--- src/rtl/multiword_adder_pkg.sv ---
// Shared types and defaults for the multi-cycle chunked wide adder.
package multiword_adder_pkg;

   typedef enum logic [1:0] {
      IDLE,
      RUN,
      DONE
   } state_t;

   localparam int CHUNK_WIDTH_DEF = 8;
   localparam int NUM_CHUNKS_DEF  = 4;
   localparam int IDX_WIDTH_DEF   = $clog2(NUM_CHUNKS_DEF);

   function automatic int idx_width(input int n);
      return (n > 1) ? $clog2(n) : 1;
   endfunction

endpackage

--- src/rtl/multiword_chunk_adder_chunk.sv ---
// One-bit full adder cell and the ripple-carry chunk adder built from it.
module full_adder (
   input  logic a,
   input  logic b,
   input  logic cin,
   output logic sum,
   output logic cout
);

   assign sum  = a ^ b ^ cin;
   assign cout = (a & b) | (cin & (a ^ b));

endmodule

module chunk_adder #(
   parameter int CHUNK_WIDTH = 8
) (
   input  logic [CHUNK_WIDTH-1:0] a,
   input  logic [CHUNK_WIDTH-1:0] b,
   input  logic                   cin,
   output logic [CHUNK_WIDTH-1:0] sum,
   output logic                   cout
);

   logic [CHUNK_WIDTH:0] carry;

   assign carry[0] = cin;
   assign cout     = carry[CHUNK_WIDTH];

   for (genvar i = 0; i < CHUNK_WIDTH; i++) begin : g_bit
      full_adder u_fa (
         .a    (a[i]),
         .b    (b[i]),
         .cin  (carry[i]),
         .sum  (sum[i]),
         .cout (carry[i+1])
      );
   end

endmodule

--- src/rtl/multiword_chunk_adder.sv ---
// Wide unsigned adder: one chunk per cycle, LSB chunk first,
// carry registered between cycles, result held until handshaken.
module multiword_chunk_adder
   import multiword_adder_pkg::*;
#(
   parameter int CHUNK_WIDTH = CHUNK_WIDTH_DEF,
   parameter int NUM_CHUNKS  = NUM_CHUNKS_DEF
) (
   input  logic                              clk,
   input  logic                              rst,
   input  logic                              in_valid,
   output logic                              in_ready,
   input  logic [CHUNK_WIDTH*NUM_CHUNKS-1:0] in_a,
   input  logic [CHUNK_WIDTH*NUM_CHUNKS-1:0] in_b,
   output logic                              out_valid,
   input  logic                              out_ready,
   output logic [CHUNK_WIDTH*NUM_CHUNKS:0]   out_sum,
   output logic                              busy
);

   localparam int TOTAL_WIDTH = CHUNK_WIDTH * NUM_CHUNKS;
   localparam int IDX_W       = idx_width(NUM_CHUNKS);
   localparam logic [IDX_W-1:0] LAST = IDX_W'(NUM_CHUNKS - 1);

   state_t                 state_q;
   state_t                 state_d;
   logic [TOTAL_WIDTH-1:0] a_q;
   logic [TOTAL_WIDTH-1:0] b_q;
   logic                   carry_q;
   logic [IDX_W-1:0]       idx_q;
   logic                   last;
   logic [CHUNK_WIDTH-1:0] a_chunk;
   logic [CHUNK_WIDTH-1:0] b_chunk;
   logic [CHUNK_WIDTH-1:0] chunk_sum;
   logic                   chunk_cout;

   assign a_chunk = a_q[idx_q*CHUNK_WIDTH +: CHUNK_WIDTH];
   assign b_chunk = b_q[idx_q*CHUNK_WIDTH +: CHUNK_WIDTH];

   chunk_adder #(
      .CHUNK_WIDTH (CHUNK_WIDTH)
   ) u_chunk (
      .a    (a_chunk),
      .b    (b_chunk),
      .cin  (carry_q),
      .sum  (chunk_sum),
      .cout (chunk_cout)
   );

   always_ff @(posedge clk) begin
      if (rst) state_q <= IDLE;
      else     state_q <= state_d;
   end

   always_comb begin
      state_d = state_q;
      unique case (state_q)
         IDLE:    if (in_valid) state_d = RUN;
         RUN:     if (last)     state_d = DONE;
         DONE:    if (out_ready) state_d = IDLE;
         default: state_d = IDLE;
      endcase
   end

   always_comb begin
      in_ready = (state_q == IDLE) & ~rst;
      busy     = (state_q != IDLE);
      last     = (idx_q == LAST);
   end

   // Operand registers need no reset; they are reloaded on every accept.
   always_ff @(posedge clk) begin
      if (rst) begin
         out_valid <= 1'b0;
         out_sum   <= '0;
         carry_q   <= 1'b0;
         idx_q     <= '0;
      end else begin
         unique case (state_q)
            IDLE: begin
               if (in_valid) begin
                  a_q     <= in_a;
                  b_q     <= in_b;
                  out_sum <= '0;
                  carry_q <= 1'b0;
                  idx_q   <= '0;
               end
            end
            RUN: begin
               out_sum[idx_q*CHUNK_WIDTH +: CHUNK_WIDTH] <= chunk_sum;
               carry_q <= chunk_cout;
               if (last) begin
                  out_sum[TOTAL_WIDTH] <= chunk_cout;
                  out_valid            <= 1'b1;
               end else begin
                  idx_q <= idx_q + 1'b1;
               end
            end
            DONE: begin
               if (out_ready) begin
                  out_valid <= 1'b0;
                  out_sum   <= '0;
               end
            end
            default: out_valid <= 1'b0;
         endcase
      end
   end

endmodule

--- config.mk ---
export PLATFORM = sky130hd
export DESIGN_NAME = multiword_chunk_adder
export DESIGN_NICKNAME = d
export VERILOG_FILES = /design/src/rtl/multiword_adder_pkg.sv /design/src/rtl/multiword_chunk_adder_chunk.sv /design/src/rtl/multiword_chunk_adder.sv
export SDC_FILE = /design/constraint.sdc
export NUM_CORES = 1
export LEC_CHECK = 0
export BUFFER_PORTS_ARGS = -buffer_cell sky130_fd_sc_hd__buf_4
export CORE_UTILIZATION = 40
export DETAILED_ROUTE_END_ITERATION = 10
export PLACE_DENSITY = 0.66
export SETUP_SLACK_MARGIN = 0.02
export SYNTH_ARGS = -nofsm -noshare
export SYNTH_HDL_FRONTEND = slang
export SYNTH_HIERARCHICAL = 1
export SYNTH_SLANG_ARGS = --single-unit
--- constraint.sdc ---
create_clock -name clk -period 4.95 [get_ports clk]
set_clock_uncertainty 0.2 [all_clocks]
set_input_delay 0.7425 -clock clk [delete_from_list [all_inputs] [get_ports clk]]
set_output_delay 0.7425 -clock clk [all_outputs]
set_load 0.01 [all_outputs]
* After elaboration in Yosys (flattened, before gate mapping)
Index checks and enable logic that the tools add are counted.
** Storage, ports and cells
- Output and inout port bits :: 36
- Bits in registers :: 103
- Input bits :: 68
- Logic and storage cells :: 90
** Cells by class
- Equality and inequality tests :: 7
- Add/sub/neg operators :: 2
- Reduce and logical (&&, ||, !) cells :: 10
- Shift-type cells :: 4
- Bitwise gates (word level) :: 43
- Mux-type cells :: 17
** Operator list (number)
- one-hot mux 33 bit (3 select lines) :: 1
- 2-to-1 mux 33 bit :: 2
- variable part select 32 x 6 -> 8 bit :: 2
- negation 5 -> 34 bit :: 1
- variable shift 8 x 34 -> 33 bit, first input constant :: 1
- variable part select 8 x 34 -> 33 bit :: 1
- bitwise mux 33 bit :: 1
- AND 1 bit :: 17
- XOR 1 bit :: 16
- AND reduction 3 bit :: 5
- 2-to-1 mux 2 bit :: 5
- inequality test 2 bit, second input constant :: 4
- OR 1 bit :: 8
- one-hot mux 2 bit (3 select lines) :: 1
- == test 2 bit, second input constant :: 2
- 2-to-1 mux 1 bit :: 4
- one-hot mux 2 bit (2 select lines) :: 1
- nonzero test 2 bit :: 2
- one-hot mux 1 bit (3 select lines) :: 1
- nonzero test 3 bit :: 1
- adder 2 x 1 -> 2 bit, second input constant :: 1
- == test 2 x 1 -> 1 bit, second input constant :: 1
- zero test 2 bit :: 1
- NOT 1 bit :: 2
- 2 further kinds :: 2

* Logic depth before layout (Yosys ltp)
- Word-level depth :: 21
- Mapped depth :: 12
- Depth with buffers taken out :: 11

* By module
Netlist, hierarchy kept.
** By module, submodules not included
- multiword_chunk_adder :: cells each 223, seq. area each 2702.6 µm², times used 1, area an instance 3886.2 µm²
- full_adder :: cells each 1, seq. area each 0.0 µm², times used 8, area an instance 20.0 µm²

* Worst setup path after synthesis
No wires, ideal clock.
- Path kind :: reg2reg
- From :: register idx_q[0]
- To :: register out_sum[15]
- Buffers on the path :: 1
- Arrival time :: 4.658 ns
- Library setup time :: 0.117 ns
- Period minus slack after synthesis :: 4.975 ns
- Data required time :: 4.633 ns
- Cell stages (with the launch flop) :: 12
- Setup slack :: -0.025 ns
- Path through :: dfxtp_1 buf_2 mux4_2 fa_1 fa_1 fa_1 fa_1 fa_1 fa_1 fa_1 fa_1 a22o_1
** On the way
- Longest elaborated chain between the ends :: 20
- Elaborated cells between the ends (all ways) :: 44
- Those cells by class :: 1 x add/sub; 4 x shift; 2 x mux; 37 x bitwise
** RTL lines
- start, declared :: line multiword_chunk_adder.sv:30 : logic [IDX_W-1:0] idx_q;
- start signal, assigned :: line multiword_chunk_adder.sv:96 : idx_q <= idx_q + 1'b1;
- variable part select 32 x 6 -> 8 bit * :: line multiword_chunk_adder.sv:37 : assign a_chunk = a_q[idx_q*CHUNK_WIDTH +: CHUNK_WIDTH];
- net a_chunk[0] :: line multiword_chunk_adder.sv:32 : logic [CHUNK_WIDTH-1:0] a_chunk;
- XOR 1 bit :: line multiword_chunk_adder_chunk.sv:11 : assign cout = (a & b) | (cin & (a ^ b));
- AND 1 bit :: line multiword_chunk_adder_chunk.sv:11
- OR 1 bit * :: line multiword_chunk_adder_chunk.sv:11
- net u_chunk.carry[1] :: line multiword_chunk_adder_chunk.sv:25 : logic [CHUNK_WIDTH:0] carry;
- AND 1 bit * :: line multiword_chunk_adder_chunk.sv:11
- OR 1 bit * :: line multiword_chunk_adder_chunk.sv:11
- net u_chunk.carry[2] :: line multiword_chunk_adder_chunk.sv:25
- [... 2 more ...]
- net u_chunk.carry[3] :: line multiword_chunk_adder_chunk.sv:25
- [... 2 more ...]
- net u_chunk.carry[4] :: line multiword_chunk_adder_chunk.sv:25
- [... 2 more ...]
- net u_chunk.carry[5] :: line multiword_chunk_adder_chunk.sv:25
- [... 2 more ...]
- net u_chunk.carry[6] :: line multiword_chunk_adder_chunk.sv:25
- AND 1 bit * :: line multiword_chunk_adder_chunk.sv:11
- OR 1 bit * :: line multiword_chunk_adder_chunk.sv:11
- net u_chunk.carry[7] :: line multiword_chunk_adder_chunk.sv:25
- XOR 1 bit * :: line multiword_chunk_adder_chunk.sv:10 : assign sum = a ^ b ^ cin;
- net chunk_sum[7] :: line multiword_chunk_adder.sv:34 : logic [CHUNK_WIDTH-1:0] chunk_sum;
- variable part select 8 x 34 -> 33 bit * :: line multiword_chunk_adder.sv:90 : out_sum[idx_q*CHUNK_WIDTH +: CHUNK_WIDTH] <= chunk_sum;
- bitwise mux 33 bit * :: line multiword_chunk_adder.sv:90
- one-hot mux 33 bit (3 select lines) * :: line multiword_chunk_adder.sv:79 : unique case (state_q)
- end signal, assigned by index :: line multiword_chunk_adder.sv:90
- end signal, assigned by index :: line multiword_chunk_adder.sv:93 : out_sum[TOTAL_WIDTH] <= chunk_cout;
- end, declared :: line multiword_chunk_adder.sv:17 : output logic [CHUNK_WIDTH*NUM_CHUNKS:0] out_sum,
Mark *: on every way through the listed nets, which the timed path passes. The rest lies on a longest branch.
A chain may end at the register's enable or synchronous reset.

* Worst setup path after layout
- From :: register idx_q[0]
- To :: register out_sum[7]
The elaborated chain is that of the path after synthesis.

==> metrics.txt <==
status finished clean; placed instance area 4970 µm²; Syn Std Cell Area 4046 µm²; max-slew violation count 0; Synth area leader edfxtp_1; Compound-Gate Fraction of Synth Area 0.1042; post-synthesis mux area share 0.1027; ant diodes 0; most frequent cell after synthesis edfxtp_1; Inserted Clock Buffers 9; element type at the critical path end register; first-pass GRT wire length 12.35 mm; worst hold endpoint out_sum[12]$_SDFFE_PP0P_; Vias/cell 5.023; number of global-route vias before repair 2384; top post-synthesis cells by area edfxtp_1, dfxtp_1, mux4_2; #FFs+latches synth 103; Final Hold Viols 0; CTS Buffer Depth 2; maximum clock frequency 211.1 MHz; ys flop type edfxtp_1; Core Area 9774 µm²; setup TNS 0 ns; nets 420; worst vdd ir 0.0001726 V; Worst setup SP type register; Synth Area per Inst 17.52 µm²; number of cells on the critical path 10; Starting Density 0.4140; Syn Inst Count 231; Fin Hold WS 0.2831 ns; CTS tree built; worst min path class reg2reg; Cell Pwr Density 317.6 nW/µm²; Yosys cell types 39; critical path buffer and inverter count 0; Horiz. Die Dim 102.6 µm; FF-to-FF Start idx_q[0]$_SDFFE_PP0P_; period utilisation layout 0.9571; RSZ-0062 raised after global routing false; CP most frequent cell fa_1; post-synthesis xor/xnor area fraction 0; Vias 2396; grt ovf 0; DR DRC count 0; Pleak 1.967 nW; Synth Area in Adders 0.05504; number of I/O pins 104; slowest CP cell mux4_2; hold depth 1; Seq/Total Area, Yosys 0.6679; Die Footprint 10520 µm²; worst setup margin 0.2124 ns; synth cell count leaders edfxtp_1, dfxtp_1, a22o_1; # setup viols final 0; Core Rows 36; Crit Path Class reg2reg; number of clock sinks 103; max-cap violations 0; Root Buffer clkbuf_8; Post-synth EDFFs 64; CP required 5.00 ns; top-area cell type share of the netlist area 0.4750; reg2reg path depth 10; post-synthesis simple-gate area fraction 0.05288; crit path cell chain mux4_2 -> fa_1 -> fa_1 -> fa_1 -> fa_1 -> fa_1 -> fa_1 -> fa_1 -> fa_2 -> a22o_1; YS warnings 6; measured slew at the worst slew-check pin 1.123 ns; largest net degree at the start of global routing 49; GR Util All Layers 0.1610; syn_nets 312; reg-to-reg endpoint out_sum[7]$_SDFFE_PP0P_; Worst-path clk slew 0.10 ns; Routability Congestion 0.7385; dpl hpwl 6.067 mm; WL final 8.116 mm; P&R area growth vs syn 27.43%; Worst-Skew Late Latency 0.35 ns; IO buf count 103; Final min period 4.738 ns; drt pass-1 iters 4; die height 102.6 µm; DR WL/cell 17.01 µm; Placement Setup Slack 0.04303 ns; HP Start out_sum[12]$_SDFFE_PP0P_; Synth async-reset ratio 0; slowest stage delay, CP 0.52 ns; initial antenna violation count 0; Data arrival, critical path 4.79 ns; R2R Setup Slk 0.21 ns; 1st-iter DRT viols 63; Rel. slew slack 0.2515; Top delay family on crit path adder cells; H-tree levels 3; Layout Utilization 0.5275; CP max FO 5; share of cells above drive strength 1 0.4506; Final Cell Area 5156 µm²; combinational family with the most area after synthesis compound AO/OA/AOI/OAI gates; ANT nets after route 0
## worst max path at each step
stage	from	end	slack, ns
after floorplan	idx_q[0]$_SDFFE_PP0P_	out_sum[15]$_SDFFE_PP0P_	0.06
after global placement	idx_q[0]$_SDFFE_PP0P_	out_sum[23]$_SDFFE_PP0P_	0.09
after detailed placement	idx_q[0]$_SDFFE_PP0P_	out_sum[15]$_SDFFE_PP0P_	0.04
after CTS	idx_q[0]$_SDFFE_PP0P_	out_sum[31]$_SDFFE_PP0P_	0.03
after global routing	idx_q[0]$_SDFFE_PP0P_	out_sum[31]$_SDFFE_PP0P_	0.07
final	idx_q[0]$_SDFFE_PP0P_	out_sum[7]$_SDFFE_PP0P_	0.21
## logic make-up after synthesis
kind of cell / count (synthesis)
fa+ha+maj: 13
mux: 21
compound gates: 49
flops: 103
buf+inv: 15
simple gates: 30
## layout by cell type, fill, tap and decap left out, types with 5 or more instances in the layout
cell type and count:
a22o_1 32, buf_4 108, clkbuf_8 9, dfxtp_1 38, edfxtp_1 64, fa_1 7
ha_1 5, mux4_2 16, nor2_1 5
## what timing repair did
item,4_1_cts,5_1_grt
hold buffers,0,0
resized for setup,0,3
endpoints found under the setup margin,0,6
setup buffers,0,0
## per-stage QoR
stage	cells	total power, mW
floorplan	231	1.086
global placement	461	1.175
detailed placement	461	1.177
CTS	477	1.661
global route	477	1.712
finish	477	1.638
## registers in the layout, summed over array words and instances, names as in the netlist
name       cells
b_q           32
carry_q        1
out_valid      1
state_q        2
out_sum       33
idx_q          2
a_q           32
## where the power goes
part	internal [mW]	switching, mW
Sequential	0.941	0.0133
Clock	0.192	0.289
Combinational	0.104	0.0973
## layout make-up
class	instances	area (µm²)
well taps	133	166.4
fillers	812	4618
flip-flops and latches	103	2706
clock buffers	10	127.6
multi-input cells	113	1277
inverters	4	15.01
clock inverters	6	52.55
repair buffers	108	810.8
## routing by layer
| metal | vias to the layer above | global-route usage | wire length [µm] |
|---|---|---|---|
| li1 | 1128 | - | - |
| met1 | 1184 | 0.2218 | 3672 |
| met2 | 79 | 0.2554 | 4049 |
| met3 | 5 | 0.03186 | 317 |
| met4 | 0 | 0.05604 | 77 |
| met5 | - | 0 | 0 |
(Power assumes the default switching activity.)
